### src/rtl/cmp_pkg.sv
// Shared definitions for the sequential magnitude comparator: state encoding,
// {gt, eq, lt} result codes and the digit-count helper.
package cmp_pkg;

    typedef enum logic [1:0] {
        IDLE = 2'd0,
        SCAN = 2'd1,
        DONE = 2'd2
    } state_t;

    localparam logic [2:0] RES_NONE = 3'b000;
    localparam logic [2:0] RES_GT   = 3'b100;
    localparam logic [2:0] RES_EQ   = 3'b010;
    localparam logic [2:0] RES_LT   = 3'b001;

    // Number of DIGIT-wide digits in a WIDTH-wide operand.
    function automatic int unsigned ndig(input int unsigned width, input int unsigned digit);
        return width / digit;
    endfunction

endpackage

### src/rtl/digit_cmp.sv
// Combinational unsigned compare of one DIGIT-bit digit pair.
module digit_cmp #(
    parameter int unsigned DIGIT = 2
) (
    input  logic [DIGIT-1:0] x,
    input  logic [DIGIT-1:0] y,
    output logic             dgt,
    output logic             dlt
);

    assign dgt = (x > y);
    assign dlt = (x < y);

endmodule

### src/rtl/seq_magnitude_comparator.sv
// MSB-first digit-serial magnitude comparator with early exit and start/busy/done handshake.
// Define COMPARE_SIGNED_EN to compare operands as two's complement.
module seq_magnitude_comparator
    import cmp_pkg::*;
#(
    parameter int unsigned WIDTH = 8,
    parameter int unsigned DIGIT = 2
) (
    input  logic                              clk,
    input  logic                              rst,
    input  logic                              start,
    input  logic [WIDTH-1:0]                  a,
    input  logic [WIDTH-1:0]                  b,
    output logic                              busy,
    output logic                              done,
    output logic                              gt,
    output logic                              eq,
    output logic                              lt,
    output logic [$clog2(WIDTH/DIGIT):0]      digits_used
);

    localparam int unsigned NDIG = ndig(WIDTH, DIGIT);
    localparam int unsigned IW   = (NDIG > 1) ? $clog2(NDIG) : 1;
    localparam int unsigned UW   = $clog2(NDIG) + 1;

    state_t            state;
    logic [WIDTH-1:0]  a_q;
    logic [WIDTH-1:0]  b_q;
    logic [IW-1:0]     index;
    logic [DIGIT-1:0]  cur_a;
    logic [DIGIT-1:0]  cur_b;
    logic              dgt;
    logic              dlt;

    // Select the digit under inspection; signed mode flips the sign bit in the MSB digit.
    always_comb begin
        cur_a = '0;
        cur_b = '0;
        for (int unsigned k = 0; k < NDIG; k++) begin
            if (index == IW'(k)) begin
                cur_a = a_q[k*DIGIT +: DIGIT];
                cur_b = b_q[k*DIGIT +: DIGIT];
            end
        end
`ifdef COMPARE_SIGNED_EN
        if (index == IW'(NDIG - 1)) begin
            cur_a[DIGIT-1] = ~cur_a[DIGIT-1];
            cur_b[DIGIT-1] = ~cur_b[DIGIT-1];
        end
`endif
    end

    digit_cmp #(.DIGIT(DIGIT)) u_digit_cmp (
        .x   (cur_a),
        .y   (cur_b),
        .dgt (dgt),
        .dlt (dlt)
    );

    always_ff @(posedge clk or posedge rst) begin
        if (rst) begin
            state        <= IDLE;
            a_q          <= '0;
            b_q          <= '0;
            index        <= '0;
            busy         <= 1'b0;
            done         <= 1'b0;
            {gt, eq, lt} <= RES_NONE;
            digits_used  <= '0;
        end else begin
            case (state)
                SCAN: begin
                    digits_used <= digits_used + UW'(1);
                    if (dgt || dlt) begin
                        {gt, eq, lt} <= dgt ? RES_GT : RES_LT;
                        state        <= DONE;
                        busy         <= 1'b0;
                        done         <= 1'b1;
                    end else if (index == '0) begin
                        {gt, eq, lt} <= RES_EQ;
                        state        <= DONE;
                        busy         <= 1'b0;
                        done         <= 1'b1;
                    end else begin
                        index <= index - IW'(1);
                    end
                end
                default: begin
                    // IDLE and DONE both accept a new request; results hold otherwise.
                    done <= 1'b0;
                    if (start) begin
                        a_q          <= a;
                        b_q          <= b;
                        index        <= IW'(NDIG - 1);
                        {gt, eq, lt} <= RES_NONE;
                        digits_used  <= '0;
                        state        <= SCAN;
                        busy         <= 1'b1;
                    end else begin
                        state <= IDLE;
                    end
                end
            endcase
        end
    end

endmodule

### config.mk
export PLATFORM = sky130hd
export DESIGN_NAME = seq_magnitude_comparator
export DESIGN_NICKNAME = d
export VERILOG_FILES = /design/src/rtl/cmp_pkg.sv /design/src/rtl/digit_cmp.sv /design/src/rtl/seq_magnitude_comparator.sv
export SDC_FILE = /design/constraint.sdc
export NUM_CORES = 1
export LEC_CHECK = 0
export CELL_PAD_IN_SITES_DETAIL_PLACEMENT = 1
export CELL_PAD_IN_SITES_GLOBAL_PLACEMENT = 1
export CORE_ASPECT_RATIO = 1.75
export CORE_UTILIZATION = 25
export CTS_BUF_LIST = sky130_fd_sc_hd__clkbuf_8
export DETAILED_ROUTE_END_ITERATION = 12
export MAX_ROUTING_LAYER = met4
export PLACE_DENSITY = 0.61
export REMOVE_ABC_BUFFERS = 1
export SYNTH_ARGS = -nofsm -noshare
export SYNTH_HDL_FRONTEND = slang
export SYNTH_HIERARCHICAL = 1
export SYNTH_SLANG_ARGS = --single-unit
export TNS_END_PERCENT = 100
### constraint.sdc
create_clock -name clk -period 5 [get_ports clk]
set_input_delay 1 -clock clk [delete_from_list [all_inputs] [get_ports clk]]
set_output_delay 1 -clock clk [all_outputs]
set_load 0.005 [all_outputs]
==> impl_metrics.py, run 1 <==
metrics = {
    "global_routing": {
        "grt_pass1_vias": 1084,
        "grt_max_degree": 28,
        "grt-ovfl-total": 0,
        "grt_pass1_wl_um": 5210,
        "track_usage_pct": 12.3,
        "antenna_found_initial": 0,
    },
    "sta": {
        "drv_slew": 0,
        "hold_viol_final": 0,
        "finalClockSkew_ns": 0.00258,
        "period_needed_ns": 2.88,
        "fmax_mhz": 348,
        "worst_slew_pin_slew_ns": 1.06,
        "worst_slack_ns": 2.12,
        "hold_ws_ns": 0.483,
        "setup_violations": 0,
        "finalSetupTns_ns": 0,
        "rsz0062_at_grt": "no",
        "max_slew_margin_pct": 29.5,
        "post-route-period-util_pct": 57.5,
    },
    "setup_path": {
        "cp_cell_sequence": "inv_1 -> ha_1 -> nor2b_1 -> a221oi_1 -> o31ai_1 -> inv_1 -> ha_1 -> nor2b_4 -> nor2_1 -> or4b_1 -> o21ai_0 -> a22o_1",
        "cp_max_fo": 7,
        "arrival_ns": 3.10,
        "critPathMaxStageDelay_ns": 0.49,
        "path_buf_inv": 2,
        "cp.required_ns": 5.22,
        "cp_slowest_cell": "or4b_1",
        "critPathKind": "reg2reg",
        "start_kind": "register",
        "critPathTopFamily": "simple AND/OR/NAND/NOR gates",
        "worst_setup_path_end_kind": "register",
        "rrSetupSlack_ns": 2.12,
    },
    "drt": {
        "drt_pass1_iterations": 4,
        "vias_per_cell": 4.47,
        "ant_nets": 0,
        "routed_wirelength_um": 3120,
        "first_iter_violations": 29,
        "avgRoutedWirePerCell_um": 14.7,
        "vias": 948,
        "drc": 0,
    },
    "clock_network": {
        "path_clk_slew_ns": 0.09,
        "clock_sinks": 27,
        "tritoncts": "yes",
        "cts_resized": 0,
        "htreeDepth": 1,
        "clk_latency_ns": 0.28,
        "clockBufferDepth": 2,
        "cts_root_buffer": "clkbuf_8",
        "cts_hold_buffers": 0,
        "numCtsBuffers": 3,
        "cts_setup_buffers": 0,
    },
    "cells_and_area": {
        "area_growth_pct": 26.4,
        "drive_above_1_share_pct": 17.4,
        "final_common_cell": "dfrtp_1",
        "final_cell_mix": "dfrtp_1 (27), clkdlybuf4s50_1 (26), mux2_2 (9), inv_1 (8), mux2_4 (8)",
        "layout.nets": 165,
        "n_antenna_cell": 0,
    },
    "yosys": {
        "synth.avg_cell_area_sq_um": 12.3,
        "synth_seq_cells": 27,
        "synthDistinctLibCells": 32,
        "netlist_area_sq_um": 1380,
        "yosysWarnings": 6,
        "synth-seq-area-share_pct": 49.1,
        "synthCells": 112,
    },
    "floorplan": {
        "die_x_um": 58.1,
        "dieArea_sq_um": 5810,
        "initial_core_util_pct": 26.0,
        "rows": 35,
        "die_h_um": 100,
        "core_region_area_sq_um": 5300,
        "io_pins": 27,
    },
    "job": {
        "drv_cap": 0,
    },
    "power_and_ir_drop": {
        "ir_drop_mv": 0.325,
        "cellPowerDensity_nw_per_um2": 653,
        "leakage_nw": 0.752,
    },
    "run_status": {
        "status": "finished clean",
    },
    "worst_hold_path": {
        "min_path_type": "reg2reg",
    },
    "place": {
        "portBuffers": 26,
        "dpl_worst_slack_ns": 2.15,
        "gp_congestion": 0.763,
        "dp_hpwl_um": 2350,
    },
}
## worst paths after layout
kind                                start              to  cells past startpoint
max in group asynchronous             rst          a_q[5]                      2
setup / recovery                 index[0]              gt                     12
hold / removal             digits_used[2]  digits_used[2]                      1
hold reg to reg            digits_used[2]  digits_used[2]                      1
min in group asynchronous             rst  digits_used[2]                      2
setup reg to reg                 index[0]              gt                     12
## where the power goes
part	switching [W]	total, W	internal (W)	leakage (nW)
Clock	0.0000701	0.000125	0.0000553	0.0269
Sequential	0.0000722	0.000396	0.000323	0.324
Combinational	0.000283	0.000615	0.000331	0.401
Total	0.000426	0.00114	0.000710	0.752
## layer usage
| layer | GRT usage, % | vias to the layer above | routed length (um) |
|---|---|---|---|
| li1 | - | 448 | - |
| met1 | 13.1 | 478 | 1170 |
| met2 | 22.0 | 16 | 1800 |
| met3 | 2.19 | 6 | 91 |
| met4 | 4.95 | 0 | 60 |
| met5 | - | - | 0 |
## state kept, by name, indices dropped and copies added, names as in the netlist
signal       flops
state            2
b_q              8
a_q              8
digits_used      3
lt               1
gt               1
busy             1
index            2
eq               1
## synth_stat cells
library cell	instances	area, sq um
buf_2	1	5.00
o31a_1	1	8.76
nor2_1	5	18.8
nand2_1	7	26.3
nand2b_1	1	6.26
nor2b_4	1	13.8
buf_6	1	11.3
inv_1	7	26.3
a2bb2oi_2	1	15.0
a21oi_1	4	20.0
o22ai_1	1	6.26
o2bb2ai_1	2	17.5
o31ai_1	3	22.5
nor4_1	1	6.26
mux2_2	9	101
a22o_1	2	17.5
ha_1	7	87.6
dfrtp_1	27	676
nor2b_1	5	31.3
nor3_1	1	5.00
nand2b_4	1	13.8
mux2i_1	1	10.0
mux2_4	8	120
a221oi_1	3	26.3
o21ai_0	4	20.0
buf_8	1	15.0
clkbuf_1	1	3.75
nand3_1	2	10.0
or4b_1	1	10.0
o21bai_1	1	7.51
and2_4	1	8.76
nand3b_1	1	7.51
## cells by family (layout without fill, tap and decap cells)
kind of cell | count (synthesis) | in the layout | synth area share (%)
DFF | 27 | 27 | 49.1
and+or+nand+nor | 27 | 27 | 11.5
AOI/OAI and AO/OA | 22 | 22 | 11.7
muxes | 18 | 18 | 16.8
buffers and inverters | 11 | 37 | 4.46
adders and majority gates | 7 | 7 | 6.37
## per-stage QoR
step | instance area, sq um | utilization, % | power, W | std cells
after global routing | 1740 | 32.8 | 0.00123 | 212
after CTS | 1740 | 32.8 | 0.00115 | 212
final | 1740 | 32.8 | 0.00114 | 212
after global placement | 1690 | 31.9 | 0.000998 | 208
after floorplan | 1340 | - | 0.000835 | 108
after detailed placement | 1690 | 31.9 | 0.00102 | 208
## final cells by class
cell class / count / area (sq um)
fill: 594 / 3560
sequential: 27 / 676
multi-input combinational: 74 / 638
timing repair buffer: 26 / 260
tap: 74 / 92.6
clock buffer: 3 / 41.3
inverter: 7 / 26.3
clock inverter: 1 / 3.75
Power figures use the tool's default switching activity.
==> run 2, diff against run 1 <==
--- a/config.mk
+++ b/config.mk
@@ -12,7 +12,7 @@
 export CTS_BUF_LIST = sky130_fd_sc_hd__clkbuf_8
 export DETAILED_ROUTE_END_ITERATION = 12
 export MAX_ROUTING_LAYER = met4
-export PLACE_DENSITY = 0.61
+export PLACE_DENSITY = 0.63
 export REMOVE_ABC_BUFFERS = 1
 export SYNTH_ARGS = -nofsm -noshare
 export SYNTH_HDL_FRONTEND = slang
==> constraint.sdc (replaced) <==
create_clock -name clk -period 2.3 [get_ports clk]
set_input_delay 0.46 -clock clk [delete_from_list [all_inputs] [get_ports clk]]
set_output_delay 0.46 -clock clk [all_outputs]
set_load 0.005 [all_outputs]
==> impl_metrics.py, run 2 (synthesized netlist as in run 1, its figures left out) <==
metrics = {
    "setup_path": {
        "critPathKind": "reg2reg",
        "start_kind": "register",
        "worst_setup_path_end_kind": "register",
        "cp.required_ns": 2.48,
        "cp_max_fo": 7,
        "arrival_ns": 2.70,
    },
    "cells_and_area": {
        "multi_input_area_sq_um": 787,
        "layout.nets": 184,
        "seqCellArea_sq_um": 677,
        "stdcell_area_sq_um": 2050,
        "final_cell_mix": "dfrtp_1 (26), clkdlybuf4s50_1 (26), buf_4 (15), mux2_2 (9), mux2_4 (8)",
        "fillers": 586,
        "area_growth_pct": 49.0,
        "drive_above_1_share_pct": 40.8,
        "n_antenna_cell": 0,
        "largest_registers": "a_q (8), b_q (8), digits_used (3)",
    },
    "floorplan": {
        "rows": 35,
        "core_region_area_sq_um": 5300,
        "io_pins": 27,
        "die_h_um": 100,
        "initial_core_util_pct": 26.0,
        "die_x_um": 58.1,
        "dieArea_sq_um": 5810,
    },
    "power_and_ir_drop": {
        "cellPowerDensity_nw_per_um2": 1660,
        "ir_drop_mv": 0.810,
        "total_power_w": 0.00339,
        "leakage_nw": 0.867,
    },
    "run_status": {
        "failed_checks": "DRC, setup timing",
        "status": "finished, violations left",
    },
    "sta": {
        "hold_ws_ns": 0.488,
        "worst_slew_pin_slew_ns": 0.357,
        "finalSetupTns_ns": -1.09,
        "post-route-period-util_pct": 109,
        "max_slew_margin_pct": 76.2,
        "fmax_mhz": 397,
        "rsz0062_at_grt": "yes",
        "worst_slack_ns": -0.217,
        "finalClockSkew_ns": 0.00549,
        "drv_slew": 0,
        "setup_violations": 8,
        "hold_viol_final": 0,
        "period_needed_ns": 2.52,
    },
    "clock_network": {
        "tritoncts": "yes",
        "htreeDepth": 1,
        "numCtsBuffers": 3,
        "cts_root_buffer": "clkbuf_8",
        "clockBufferDepth": 2,
        "clk_latency_ns": 0.29,
        "clock_sinks": 27,
        "cts_hold_buffers": 0,
        "path_clk_slew_ns": 0.10,
    },
    "global_routing": {
        "antenna_found_initial": 0,
        "grt_pass1_wl_um": 5890,
        "grt-ovfl-total": 0,
        "grt_pass1_vias": 1240,
        "track_usage_pct": 14.2,
        "grt_max_degree": 28,
    },
    "place": {
        "post_dp_cell_area_sq_um": 1800,
        "portBuffers": 26,
        "dpl_worst_slack_ns": -0.349,
        "gp_congestion": 0.803,
        "dp_hpwl_um": 2570,
    },
    "drt": {
        "ant_nets": 0,
        "drt_pass1_iterations": 8,
        "vias": 1044,
        "vias_per_cell": 4.52,
        "routed_wirelength_um": 3550,
        "first_iter_violations": 11,
        "drc": 1,
        "avgRoutedWirePerCell_um": 15.4,
    },
    "worst_hold_path": {
        "min_path_type": "reg2reg",
    },
    "job": {
        "drv_cap": 0,
    },
}
==> run 2: changes by cell type in the layout (fill, tap and decap cells not counted), sizes merged <==
cell | before | now
inv | 8 | 7
clkinvlp | 0 | 1
buf | 0 | 19
==> run 2: final timing paths <==
path | startpoint | endpoint | slack [ns] | cells after the start
max in group asynchronous | rst | index[0] | 1.49 | 3
setup / recovery | index[0] | index[1] | -0.22 | 13
min in group asynchronous | rst | state[1] | 0.53 | 3
setup reg to reg | index[0] | index[1] | -0.22 | 13
hold / removal | digits_used[2] | digits_used[2] | 0.49 | 1
hold reg to reg | digits_used[2] | digits_used[2] | 0.49 | 1
==> run 2: power breakdown <==
group | switching, W | internal, W | leakage [nW] | total, W
Combinational | 0.000962 | 0.00126 | 0.521 | 0.00222
Sequential | 0.000177 | 0.000705 | 0.323 | 0.000881
Clock | 0.000166 | 0.000124 | 0.0217 | 0.000290
==> run 2: critical path, cell delays in order (launching register included) <==
cell	delay, ns
dfrtp_2	0.45
inv_2	0.10
buf_6	0.11
ha_4	0.18
buf_6	0.10
a221oi_2	0.03
o31ai_2	0.33
ha_4	0.25
nor2b_4	0.13
buf_6	0.11
a2bb2oi_4	0.16
nor3_4	0.23
nand3_1	0.11
o31a_1	0.11
==> run 2: area by class of cell <==
class | count | area share [%]
Multi-Input combinational cell | 74 | 38.4
Inverter | 7 | 1.28
Sequential cell | 27 | 33.0
Timing Repair Buffer | 45 | 20.4
Tap cell | 74 | 4.52
Clock buffer | 3 | 2.01
Clock inverter | 1 | 0.366
==> run 2: routing by layer <==
metal | global-route usage (%) | part of all wire [%]
met5 | - | 0
met4 | 7.88 | 2.3
met3 | 2.58 | 3.4
met2 | 25.7 | 59
met1 | 13.6 | 36
==> run 2: repair_timing <==
item | in CTS | in global routing
setup endpoints to repair | 8 | 8
resized for setup | 25 | 9
gates cloned | 0 | 0
setup buffers | 3 | 2
pin swaps | 6 | 8
==> run 2: through the flow <==
stage | cells | utilization, %
4_1_cts | 229 | 37.8
2_1_floorplan | 108 | -
3_5_place_dp | 222 | 33.9
5_1_grt | 231 | 38.7
6_report | 231 | 38.7
3_3_place_gp | 222 | 33.9
